### config.mk
export PLATFORM = sky130hd
export DESIGN_NAME = pwm_counter
export DESIGN_NICKNAME = d
export VERILOG_FILES = /design/src/rtl/pwm_pkg.sv /design/src/rtl/pwm_prescaler.sv /design/src/rtl/pwm_counter.sv
export SDC_FILE = /design/constraint.sdc
export NUM_CORES = 1
export LEC_CHECK = 0
export CORE_UTILIZATION = 55
export DETAILED_ROUTE_END_ITERATION = 7
export PLACE_DENSITY_LB_ADDON = 0.3
export RECOVER_POWER = 100
export SLEW_MARGIN = 20
export SYNTH_ARGS = -nofsm -noshare
export SYNTH_HDL_FRONTEND = slang
export SYNTH_HIERARCHICAL = 1
export SYNTH_SLANG_ARGS = --single-unit
### constraint.sdc
create_clock -name i_clk -period 4.1 [get_ports i_clk]
set_clock_uncertainty 0.2 [all_clocks]
set_input_delay 0.615 -clock i_clk [delete_from_list [all_inputs] [get_ports i_clk]]
set_output_delay 0.615 -clock i_clk [all_outputs]
set_load 0.005 [all_outputs]
### src/rtl/pwm_pkg.sv
// Shared definitions for the PWM time base, generator and register block.
// Widths, FSM state encoding and direction encodings.
package pwm_pkg;

   localparam int CNT_WIDTH   = 16;
   localparam int PRESC_WIDTH = 8;

   typedef enum logic {
      ST_IDLE = 1'b0,
      ST_RUN  = 1'b1
   } pwm_state_t;

   localparam logic DIR_UP   = 1'b1;
   localparam logic DIR_DOWN = 1'b0;

endpackage

### src/rtl/pwm_prescaler.sv
// Clock prescaler for the PWM time base.
// Emits a tick once every prescale+1 cycles; held at zero while cleared.
module pwm_prescaler #(
   parameter int PRESC_WIDTH = pwm_pkg::PRESC_WIDTH
) (
   input  logic                   i_clk,
   input  logic                   i_rst_n,
   input  logic                   i_clear,
   input  logic [PRESC_WIDTH-1:0] i_prescale,
   output logic                   o_tick
);

   localparam logic [PRESC_WIDTH-1:0] ONE = 1;

   logic [PRESC_WIDTH-1:0] r_cnt;

   // >= so that a live shrink of prescale below the count fires at once
   assign o_tick = (r_cnt >= i_prescale);

   // Prescale counter: clear on request/disable or after each tick
   always_ff @(posedge i_clk) begin
      if (!i_rst_n) begin
         r_cnt <= '0;
      end else if (i_clear || o_tick) begin
         r_cnt <= '0;
      end else begin
         r_cnt <= r_cnt + ONE;
      end
   end

endmodule

### src/rtl/pwm_counter.sv
// PWM time base: prescaled up/down counter with shadowed period.
// Period and direction take effect only at wrap or at IDLE->RUN.
module pwm_counter #(
   parameter int CNT_WIDTH   = pwm_pkg::CNT_WIDTH,
   parameter int PRESC_WIDTH = pwm_pkg::PRESC_WIDTH
) (
   input  logic                   i_clk,
   input  logic                   i_rst_n,
   input  logic                   i_en,
   input  logic                   i_count_reset,
   input  logic                   i_upnotdown,
   input  logic [CNT_WIDTH-1:0]   i_period,
   input  logic [PRESC_WIDTH-1:0] i_prescale,
   output logic [CNT_WIDTH-1:0]   o_count_val,
   output logic                   o_period_done
);

   import pwm_pkg::*;

   localparam logic [CNT_WIDTH-1:0] ONE = 1;

   pwm_state_t           r_state;
   pwm_state_t           w_state_nxt;
   logic [CNT_WIDTH-1:0] r_count;
   logic [CNT_WIDTH-1:0] r_shadow_period;
   logic                 r_shadow_dir;
   logic                 r_done;
   logic                 w_run;
   logic                 w_clear;
   logic                 w_tick;
   logic                 w_step;
   logic                 w_wrap;

   // Counting only happens while in RUN and still enabled
   assign w_run   = (r_state == ST_RUN) && i_en;
   assign w_clear = i_count_reset || !w_run;
   assign w_step  = w_run && w_tick;

   pwm_prescaler #(
      .PRESC_WIDTH (PRESC_WIDTH)
   ) u_presc (
      .i_clk      (i_clk),
      .i_rst_n    (i_rst_n),
      .i_clear    (w_clear),
      .i_prescale (i_prescale),
      .o_tick     (w_tick)
   );

   // Next state: enable alone moves between IDLE and RUN
   always_comb begin
      w_state_nxt = r_state;
      unique case (r_state)
         ST_IDLE: if (i_en)  w_state_nxt = ST_RUN;
         ST_RUN:  if (!i_en) w_state_nxt = ST_IDLE;
         default: w_state_nxt = ST_IDLE;
      endcase
   end

   // Wrap detect also catches a count left above a smaller new period
   always_comb begin
      w_wrap = 1'b0;
      if (r_shadow_dir == DIR_UP) begin
         w_wrap = (r_count >= r_shadow_period);
      end else begin
         w_wrap = (r_count == '0) || (r_count > r_shadow_period);
      end
   end

   // FSM state register
   always_ff @(posedge i_clk) begin
      if (!i_rst_n) begin
         r_state <= ST_IDLE;
      end else begin
         r_state <= w_state_nxt;
      end
   end

   // Count, wrap pulse and shadow registers; count_reset overrides all
   always_ff @(posedge i_clk) begin
      if (!i_rst_n) begin
         r_count         <= '0;
         r_done          <= 1'b0;
         r_shadow_period <= '0;
         r_shadow_dir    <= DIR_UP;
      end else begin
         r_done <= 1'b0;
         if (i_count_reset) begin
            r_shadow_period <= i_period;
            r_shadow_dir    <= i_upnotdown;
            r_count         <= (i_upnotdown == DIR_UP) ? '0 : i_period;
         end else if ((r_state == ST_IDLE) && i_en) begin
            r_shadow_period <= i_period;
            r_shadow_dir    <= i_upnotdown;
         end else if (w_step) begin
            if (w_wrap) begin
               r_done          <= 1'b1;
               r_shadow_period <= i_period;
               r_shadow_dir    <= i_upnotdown;
               r_count         <= (r_shadow_dir == DIR_UP) ? '0 : i_period;
            end else if (r_shadow_dir == DIR_UP) begin
               r_count <= r_count + ONE;
            end else begin
               r_count <= r_count - ONE;
            end
         end
      end
   end

   assign o_count_val   = r_count;
   assign o_period_done = r_done;

endmodule

### Yosys cells after proc, flatten, opt, wreduce, memory -nomap -nowiden

Cells that the tools add are included.

* eq/ne operators: 1
* $lt $le $gt $ge: 3
* add/subtract/negate cells: 3
* reductions and logical operators: 15
* multiplexer cells: 18
* bitwise gates (word level): 3

Operator list (count)
* $mux 16: 11
* $add 16x1->16 const B: 1
* $ge 16x16->1: 1
* $gt 16x16->1: 1
* $logic_not 16->1: 1
* $sub 16x1->16 const B: 1
* $add 8x1->8 const B: 1
* $ge 8x8->1: 1
* $mux 1: 7
* $reduce_bool 3->1: 2
* $reduce_and 2->1: 2
* $reduce_or 4->1: 1
* $logic_and 1x1->1: 3
* $logic_or 1x1->1: 3
* $not 1->1: 3
* $ne 2x2->1 const B: 1
* $reduce_bool 2->1: 1
* $reduce_or 2->1: 1
* $logic_not 1->1: 1

* register bits: 43
* output and inout port bits: 17
* logic and storage cells: 49
* bits of input ports: 29

### Depth between registers and ports, before layout

Gate-level depths: netlist (run 1).

* word-level depth: 7
* depth in mapped cells: 12
* mapped depth without buffers: 10

### By module

The synthesis (run 1) kept the hierarchy.

Modules (own cells, without submodules)
* pwm_counter: area an instance 2708.8 um^2, sequential area each 700.7 um^2, cells an instance 342, instances 1
* pwm_prescaler: area an instance 546.8 um^2, sequential area each 160.2 um^2, cells an instance 59, instances 1

### Least setup slack after synthesis (run 1)

No wires, ideal clock.

* kind: input port to flip-flop
* start: input port i_prescale[0]
* end: register r_shadow_dir
* buffers on the path: 2
* required time: 3828 ps
* stages on the path: 10
* slack: 1366 ps
* arrival: 2463 ps
* setup time: 72 ps
* cells stage by stage: ha_1 nand2b_1 a2111oi_2 or3_1 nand2_1 nand3_1 o21a_1 buf_6 buf_6 mux2i_1

* word-level cells in the longest chain between the ends: 4

RTL lines
* from (decl): line pwm_counter.sv:13 `input logic [PRESC_WIDTH-1:0] i_prescale,`
* $ge 8x8->1: line pwm_prescaler.sv:18 `assign o_tick = (r_cnt >= i_prescale);`
* named net w_tick: line pwm_counter.sv:30 `logic w_tick;`
* $logic_and 1x1->1: line pwm_counter.sv:37 `assign w_step = w_run && w_tick;`
* $reduce_bool 3->1 (no source line)
* $reduce_and 2->1 (no source line)
* to (signal assigned): line pwm_counter.sv:89 `r_shadow_dir <= i_upnotdown;`
* to (signal assigned): line pwm_counter.sv:93 `r_shadow_dir <= i_upnotdown;`
* to (signal assigned): line pwm_counter.sv:98 `r_shadow_dir <= i_upnotdown;`
* to (decl): line pwm_counter.sv:26 `logic r_shadow_dir;`

The timed path passes the listed nets, and every way through them passes these cells.
A chain may end at the register's enable or synchronous reset.

### Worst setup path after layout (run 1)

* start: input port i_prescale[0]
* end: register r_count[6], in the netlist o_count_val[6]

* word-level cells in the longest chain between the ends: 4

RTL lines
* $ge 8x8->1: line pwm_prescaler.sv:18
* named net w_tick: line pwm_counter.sv:30
* $logic_and 1x1->1: line pwm_counter.sv:37
* $reduce_bool 2->1 (no source line)
* $reduce_and 2->1 (no source line)
* to (signal assigned): line pwm_counter.sv:90 `r_count <= (i_upnotdown == DIR_UP) ? '0 : i_period;`
* to (signal assigned): line pwm_counter.sv:99 `r_count <= (r_shadow_dir == DIR_UP) ? '0 : i_period;`
* to (signal assigned): line pwm_counter.sv:101 `r_count <= r_count + ONE;`
* to (decl): line pwm_counter.sv:24 `logic [CNT_WIDTH-1:0] r_count;`

The timed path passes the listed nets, and every way through them passes these cells.

==> results of run 1 <==
[kinds of logic after synthesis]
| group | Yosys count | synth area share |
|---|---|---|
| multiplexers | 17 | 0.0523 |
| buffers and inverters | 52 | 0.0673 |
| AND/OR/NAND/NOR | 122 | 0.166 |
| flip-flops | 43 | 0.264 |
| adder cells (fa/ha/maj) | 40 | 0.156 |
| XOR/XNOR | 20 | 0.0538 |
| AO/OA/AOI/OAI | 107 | 0.240 |
[power by group]
group          switching [W]  internal (W)
Combinational       0.000155      0.000127
Clock               0.000165      0.000122
Sequential         0.0000259      0.000439
[final timing paths]
check,endpoint,slack (ns),start,cells after the start
max,o_count_val[6],0.58,i_prescale[0],11
max reg2reg,o_count_val[2],0.74,o_count_val[5],8
min reg2reg,r_shadow_period[1],0.26,r_shadow_period[1],2
min,r_shadow_period[1],0.26,r_shadow_period[1],2
[layout make-up]
| cell class | count | area (um^2) |
|---|---|---|
| clock inverters | 3 | 23.8 |
| fillers | 497 | 1780 |
| inverters | 37 | 139 |
| multi-input cells | 306 | 2160 |
| repair buffers | 50 | 484 |
| flip-flops and latches | 43 | 861 |
| clock buffers | 5 | 68.8 |
| well taps | 72 | 90.1 |
[critical path: cells and delay by family]
| family | cells | cell delay (ns) |
|---|---|---|
| buffers and inverters | 2 | 0.92 |
| AND/OR/NAND/NOR | 5 | 0.92 |
| AO/OA/AOI/OAI | 3 | 0.76 |
| adder cells (fa/ha/maj) | 1 | 0.28 |
[routing by layer]
layer | vias up | wire, um | part of all wire
li1 | 1540 | - | -
met3 | 22 | 561 | 0.067
met5 | - | 0 | 0
met2 | 131 | 4080 | 0.49
met1 | 1491 | 3500 | 0.42
met4 | 0 | 182 | 0.022
[state kept, by name (all words and copies together) (netlist names)]
| signal | count |
|---|---|
| r_shadow_period | 16 |
| o_period_done | 1 |
| r_shadow_dir | 1 |
| r_state | 1 |
| u_presc/r_cnt | 8 |
| o_count_val | 16 |
[metrics by stage]
stage          instance area (um^2)  instances  hold slack [ns]  total power (W)  setup slack, ns
2_1_floorplan                  3260        401            0.238         0.000660             1.37
3_3_place_gp                   3750        508            0.244         0.000749            0.765
3_5_place_dp                   3750        508            0.253         0.000758            0.677
4_1_cts                        3850        516            0.267          0.00104            0.908
5_1_grt                        3830        516            0.287          0.00109            0.366
6_report                       3830        516            0.265          0.00104            0.577
[cell usage after synthesis (2+ instances only)]
cell and count:
o2111ai_1 3, nor4_1 5, a221oi_1 9, xor2_1 9, nand4_1 3, o41ai_1 2, a2111oi_2 2, o21ai_0 24
dfxtp_1 43, nand2_1 49, a211oi_1 4, nand3_1 8, inv_1 36, a21oi_1 17, nor2_1 34, o211ai_1 4
o311ai_0 9, clkbuf_1 11, or3_1 3, xnor2_1 11, o21bai_1 2, nor3_1 7, nand2b_1 2, o22ai_1 2
and3_1 6, o21a_1 7, nor2b_1 3, a32oi_1 3, buf_6 3, o221ai_1 2, ha_1 39, mux2i_1 17
a22oi_1 2, a21o_1 7
==> impl_metrics.xml, run 1 <==
<?xml version="1.0" encoding="UTF-8"?>
<metrics>
  <group name="run_status">
    <metric name="run_status" unit="">completed</metric>
  </group>
  <group name="global_route">
    <metric name="initial_antenna_violation_count" unit="">0</metric>
    <metric name="grt_first_pass_wirelength" unit="mm">14.0</metric>
    <metric name="gr-usage-met2" unit="">0.516</metric>
    <metric name="number_of_global_route_vias_before_repair" unit="">3059</metric>
    <metric name="grt_max_degree" unit="">55</metric>
    <metric name="grtUsageMet1" unit="">0.339</metric>
    <metric name="grt.busiest_layer" unit="">met2</metric>
    <metric name="grt.total_usage" unit="">0.285</metric>
    <metric name="final_global_route_overflow_total" unit="">0</metric>
    <metric name="met3_usage" unit="">0.0471</metric>
  </group>
  <group name="clocking">
    <metric name="cts-root-buf" unit="">clkbuf_8</metric>
    <metric name="cts.path.max_buffers" unit="">2</metric>
    <metric name="post_cts_resized" unit="">0</metric>
    <metric name="numClockSinks" unit="">43</metric>
    <metric name="clk_pin_slew" unit="ns">0.09</metric>
    <metric name="clkLatencyLatePin" unit="ns">0.31</metric>
    <metric name="cts_buffers" unit="">5</metric>
    <metric name="cts_post_setup_buffers_inserted" unit="">0</metric>
    <metric name="cts_h_tree_lvls" unit="">2</metric>
    <metric name="tritoncts_clock_tree" unit="">built</metric>
    <metric name="postCtsHoldBufs" unit="">0</metric>
  </group>
  <group name="critical_path">
    <metric name="required" unit="ns">4.09</metric>
    <metric name="worst_setup_path_start_kind" unit="">input pin</metric>
    <metric name="critPathKind" unit="">in -&gt; reg</metric>
    <metric name="slowest_delay" unit="ns">0.51</metric>
    <metric name="critical_path_peak_fanout" unit="">14</metric>
    <metric name="end_kind" unit="">flop</metric>
    <metric name="cp_data_arrival_time" unit="ns">3.51</metric>
    <metric name="most_used_cell_along_the_critical_path" unit="">nand2_1</metric>
    <metric name="cp_cell_sequence" unit="">clkdlybuf4s50_1 &gt; ha_1 &gt; nand2b_1 &gt; a2111oi_2 &gt; or3_1 &gt; nand2_1 &gt; nand3_1 &gt; clkbuf_1 &gt; nand2_1 &gt; o2111ai_1 &gt; o21ai_0</metric>
    <metric name="cpMaxStageDelayCell" unit="">clkbuf_1</metric>
  </group>
  <group name="floorplanning">
    <metric name="die_h" unit="um">78.9</metric>
    <metric name="die_width" unit="um">78.9</metric>
    <metric name="floorplan.initialDensity" unit="">0.581</metric>
    <metric name="core_area" unit="um^2">5610</metric>
    <metric name="num_io_pins" unit="">46</metric>
    <metric name="row_count" unit="">27</metric>
    <metric name="dieArea" unit="um^2">6230</metric>
  </group>
  <group name="place">
    <metric name="hpwl" unit="mm">6.21</metric>
    <metric name="port_buffers" unit="">45</metric>
    <metric name="place.gp.congestion" unit="">0.902</metric>
  </group>
  <group name="synth">
    <metric name="ys_seq_elements" unit="">43</metric>
    <metric name="asyncSetResetFlopFracSynth" unit="">0</metric>
    <metric name="synth.cell_area" unit="um^2">3260</metric>
    <metric name="synthesis.nets" unit="">470</metric>
    <metric name="synth_area_leaders" unit="">dfxtp_1, ha_1, nand2_1</metric>
    <metric name="syn_avg_cell_area" unit="um^2">8.12</metric>
    <metric name="synthesized_netlist_cell_count" unit="">401</metric>
    <metric name="synth.lib_cells_used.distinct" unit="">47</metric>
    <metric name="yosysSeqAreaShare" unit="">0.264</metric>
    <metric name="netlist.area_leader.share" unit="">0.264</metric>
    <metric name="synth_top_flop_cell" unit="">dfxtp_1</metric>
    <metric name="edff_count_synth" unit="">0</metric>
    <metric name="post-synth-top-area-cell" unit="">dfxtp_1</metric>
    <metric name="ys.warnings.count" unit="">6</metric>
  </group>
  <group name="timing">
    <metric name="setup_viol_count_final" unit="">0</metric>
    <metric name="timing_hold_violations_final" unit="">0</metric>
    <metric name="rsz0062_at_grt" unit="">no</metric>
    <metric name="max_frequency" unit="MHz">284</metric>
    <metric name="period_needed" unit="ns">3.52</metric>
    <metric name="maxSlewViolCount" unit="">0</metric>
    <metric name="slew_headroom" unit="">0.429</metric>
    <metric name="timing.setup.tns" unit="ns">0</metric>
    <metric name="tightest_slew" unit="ns">0.835</metric>
    <metric name="min_period_over_period" unit="">0.859</metric>
  </group>
  <group name="finish">
    <metric name="diodes" unit="">0</metric>
    <metric name="synthToLayoutAreaGrowth" unit="%">17.7</metric>
    <metric name="most_common_cell_after_layout_fill_and_taps_aside" unit="">nand2_1</metric>
    <metric name="most-common-layout-cells" unit="">nand2_1, dfxtp_1, ha_1</metric>
    <metric name="drive_gt1_frac" unit="">0.0360</metric>
    <metric name="design.final.nets" unit="">512</metric>
    <metric name="post-route-util" unit="">0.683</metric>
  </group>
  <group name="routing">
    <metric name="detailed_route_wire_length" unit="mm">8.33</metric>
    <metric name="routed-via-count" unit="">3184</metric>
    <metric name="drt-wirelength-per-cell" unit="um">16.1</metric>
    <metric name="antenna_violating_nets_post_route" unit="">0</metric>
    <metric name="drc" unit="">0</metric>
    <metric name="firstDrtPassIters" unit="">5</metric>
    <metric name="drt_first_iter_violations" unit="">266</metric>
    <metric name="detail_route.vias_per_cell" unit="">6.17</metric>
  </group>
  <group name="pwr">
    <metric name="irDropWorstVdd" unit="uV">180</metric>
    <metric name="powerDensity" unit="nW/um^2">270</metric>
    <metric name="leakage_power" unit="nW">1.70</metric>
  </group>
  <group name="hold_path">
    <metric name="hp-class" unit="">reg -&gt; reg</metric>
  </group>
  <group name="flow_run">
    <metric name="cap_viol_max_count" unit="">0</metric>
  </group>
</metrics>
Power figures use the tool's default switching activity.
==> inputs of run 2 (changes only) <==
--- a/config.mk
+++ b/config.mk
@@ -7,6 +7,7 @@
 export LEC_CHECK = 0
 export CORE_UTILIZATION = 55
 export DETAILED_ROUTE_END_ITERATION = 7
+export GPL_TIMING_DRIVEN = 0
 export PLACE_DENSITY_LB_ADDON = 0.3
 export RECOVER_POWER = 100
 export SLEW_MARGIN = 20
==> run 2 against run 1 <==
Sequential share of layout area fell by 0.33 points. Hold slack got worse by 0.0031 ns. Register-to-register slack gained 0.12 ns. Critical path type unchanged. Critical endpoint is now r_shadow_period[11]. Largest power group unchanged.
==> impl_metrics.xml, run 2 (synthesis gave the netlist of run 1 again) <==
<?xml version="1.0" encoding="UTF-8"?>
<metrics>
  <group name="run_status">
    <metric name="run_status" unit="">completed</metric>
  </group>
  <group name="place">
    <metric name="place.gp.congestion" unit="">0.912</metric>
    <metric name="placed_cells" unit="">518</metric>
    <metric name="port_buffers" unit="">45</metric>
    <metric name="hpwl" unit="mm">6.59</metric>
    <metric name="detailed_place.area" unit="um^2">3800</metric>
  </group>
  <group name="timing">
    <metric name="hold-worst-slack" unit="ns">0.262</metric>
    <metric name="rsz0062_at_grt" unit="">no</metric>
    <metric name="timing.setup.tns" unit="ns">0</metric>
    <metric name="tightest_slew" unit="ns">0.902</metric>
    <metric name="maxSlewViolCount" unit="">0</metric>
    <metric name="slew_headroom" unit="">0.399</metric>
    <metric name="period_needed" unit="ns">3.40</metric>
    <metric name="setup_viol_count_final" unit="">0</metric>
    <metric name="min_period_over_period" unit="">0.830</metric>
    <metric name="max_frequency" unit="MHz">294</metric>
    <metric name="timing_hold_violations_final" unit="">0</metric>
  </group>
  <group name="pwr">
    <metric name="leakage_power" unit="nW">1.72</metric>
    <metric name="powerDensity" unit="nW/um^2">276</metric>
    <metric name="design_power_total" unit="W">0.00107</metric>
    <metric name="irDropWorstVdd" unit="uV">138</metric>
  </group>
  <group name="global_route">
    <metric name="grt_first_pass_wirelength" unit="mm">14.0</metric>
    <metric name="grt.total_usage" unit="">0.287</metric>
    <metric name="grt_max_degree" unit="">17</metric>
    <metric name="number_of_global_route_vias_before_repair" unit="">3062</metric>
    <metric name="initial_antenna_violation_count" unit="">0</metric>
    <metric name="final_global_route_overflow_total" unit="">0</metric>
  </group>
  <group name="clocking">
    <metric name="clk_pin_slew" unit="ns">0.09</metric>
    <metric name="cts-root-buf" unit="">clkbuf_8</metric>
    <metric name="postCtsHoldBufs" unit="">0</metric>
    <metric name="post_cts_resized" unit="">0</metric>
    <metric name="cts_h_tree_lvls" unit="">2</metric>
    <metric name="clkLatencyLatePin" unit="ns">0.31</metric>
    <metric name="cts.path.max_buffers" unit="">2</metric>
    <metric name="cts_post_setup_buffers_inserted" unit="">0</metric>
    <metric name="cts_buffers" unit="">5</metric>
    <metric name="tritoncts_clock_tree" unit="">built</metric>
    <metric name="numClockSinks" unit="">43</metric>
  </group>
  <group name="hold_path">
    <metric name="hp-class" unit="">reg -&gt; reg</metric>
  </group>
  <group name="routing">
    <metric name="drc" unit="">0</metric>
    <metric name="firstDrtPassIters" unit="">5</metric>
    <metric name="routed-via-count" unit="">3226</metric>
    <metric name="drt-wirelength-per-cell" unit="um">16.2</metric>
    <metric name="dr.max_layer_used" unit="">met4</metric>
    <metric name="detail_route.vias_per_cell" unit="">6.13</metric>
    <metric name="detailed_route_wire_length" unit="mm">8.52</metric>
    <metric name="detailroute.wirelength.met3" unit="um">501</metric>
    <metric name="met2_length" unit="mm">4.13</metric>
    <metric name="antenna_violating_nets_post_route" unit="">0</metric>
    <metric name="drt_first_iter_violations" unit="">211</metric>
    <metric name="met1_length" unit="mm">3.70</metric>
  </group>
  <group name="critical_path">
    <metric name="cp_cell_sequence" unit="">dlygate4sd3_1 &gt; ha_1 &gt; nand2b_1 &gt; a2111oi_0 &gt; or3_1 &gt; nand2_1 &gt; nand3_1 &gt; o21a_1 &gt; buf_6 &gt; buf_6 &gt; mux2i_1</metric>
    <metric name="critical_path_peak_fanout" unit="">10</metric>
    <metric name="crit_family" unit="">buffers and inverters</metric>
    <metric name="cp_data_arrival_time" unit="ns">3.44</metric>
    <metric name="cpMaxStageDelayCell" unit="">a2111oi_0</metric>
    <metric name="slowest_delay" unit="ns">0.57</metric>
    <metric name="required" unit="ns">4.14</metric>
    <metric name="end_kind" unit="">flop</metric>
    <metric name="path_buf_inv" unit="">3</metric>
    <metric name="worst_setup_path_start_kind" unit="">input pin</metric>
    <metric name="most_used_cell_along_the_critical_path" unit="">buf_6</metric>
    <metric name="critPathKind" unit="">in -&gt; reg</metric>
  </group>
  <group name="finish">
    <metric name="synthToLayoutAreaGrowth" unit="%">19.4</metric>
    <metric name="fillerInstances" unit="">511</metric>
    <metric name="diodes" unit="">0</metric>
    <metric name="stdcell_area" unit="um^2">3890</metric>
    <metric name="final_cells" unit="">526</metric>
    <metric name="most-common-layout-cells" unit="">nand2_1, dfxtp_1, ha_1</metric>
    <metric name="most_common_cell_after_layout_fill_and_taps_aside" unit="">nand2_1</metric>
    <metric name="design.final.nets" unit="">522</metric>
    <metric name="drive_gt1_frac" unit="">0.0352</metric>
  </group>
  <group name="flow_run">
    <metric name="cap_viol_max_count" unit="">0</metric>
  </group>
  <group name="floorplanning">
    <metric name="core_area" unit="um^2">5610</metric>
    <metric name="die_h" unit="um">78.9</metric>
    <metric name="row_count" unit="">27</metric>
    <metric name="dieArea" unit="um^2">6230</metric>
    <metric name="floorplan.initialDensity" unit="">0.581</metric>
    <metric name="die_width" unit="um">78.9</metric>
    <metric name="num_io_pins" unit="">46</metric>
  </group>
</metrics>
-- run 2: per-stage QoR --
step / setup slack, ns / util
after detailed placement: 0.626 / 0.677
after global placement: 0.700 / 0.677
final: 0.696 / 0.693
after CTS: 0.907 / 0.695
after floorplan: 1.37 / -
after global routing: 0.508 / 0.693
-- run 2: final timing paths --
kind / depth (start not counted) / end / from / slack [ns]
setup / recovery: 11 / r_shadow_period[11] / i_prescale[0] / 0.70
hold / removal: 2 / r_shadow_period[12] / r_shadow_period[12] / 0.26
setup reg to reg: 9 / o_count_val[13] / r_shadow_dir / 0.86
hold reg to reg: 2 / r_shadow_period[12] / r_shadow_period[12] / 0.26
-- run 2: power breakdown --
part           internal, W  switching [W]
registers         0.000439      0.0000260
logic             0.000133       0.000160
clock network     0.000154       0.000162
total             0.000726       0.000348
-- run 2: worst reg2reg max path: stages, from the launching register on --
cell      delay [ns]
dfxtp_1         0.49
inv_1           0.36
ha_1            0.42
a211oi_1        0.32
o211ai_1        0.19
a32o_1          0.33
o41ai_1         0.36
xnor2_1         0.20
a32oi_1         0.12
a21oi_1         0.19
-- run 2: cell type report --
| class | instances | area [um^2] | share of cell area |
|---|---|---|---|
| buffer | 15 | 80.1 | 0.0206 |
| multi-input combinational | 306 | 2160 | 0.557 |
| timing repair buffer | 45 | 450 | 0.116 |
| inverter | 37 | 139 | 0.0357 |
| clock buffer | 7 | 96.3 | 0.0248 |
| clock inverter | 1 | 7.51 | 0.00193 |
| sequential | 43 | 861 | 0.221 |
| tap | 72 | 90.1 | 0.0232 |
-- run 2: per-layer routing --
layer / up-vias / track usage
met2: 134 / 0.495
met1: 1511 / 0.353
met5: - / 0
met4: 0 / 0.120
met3: 21 / 0.0460
li1: 1560 / -
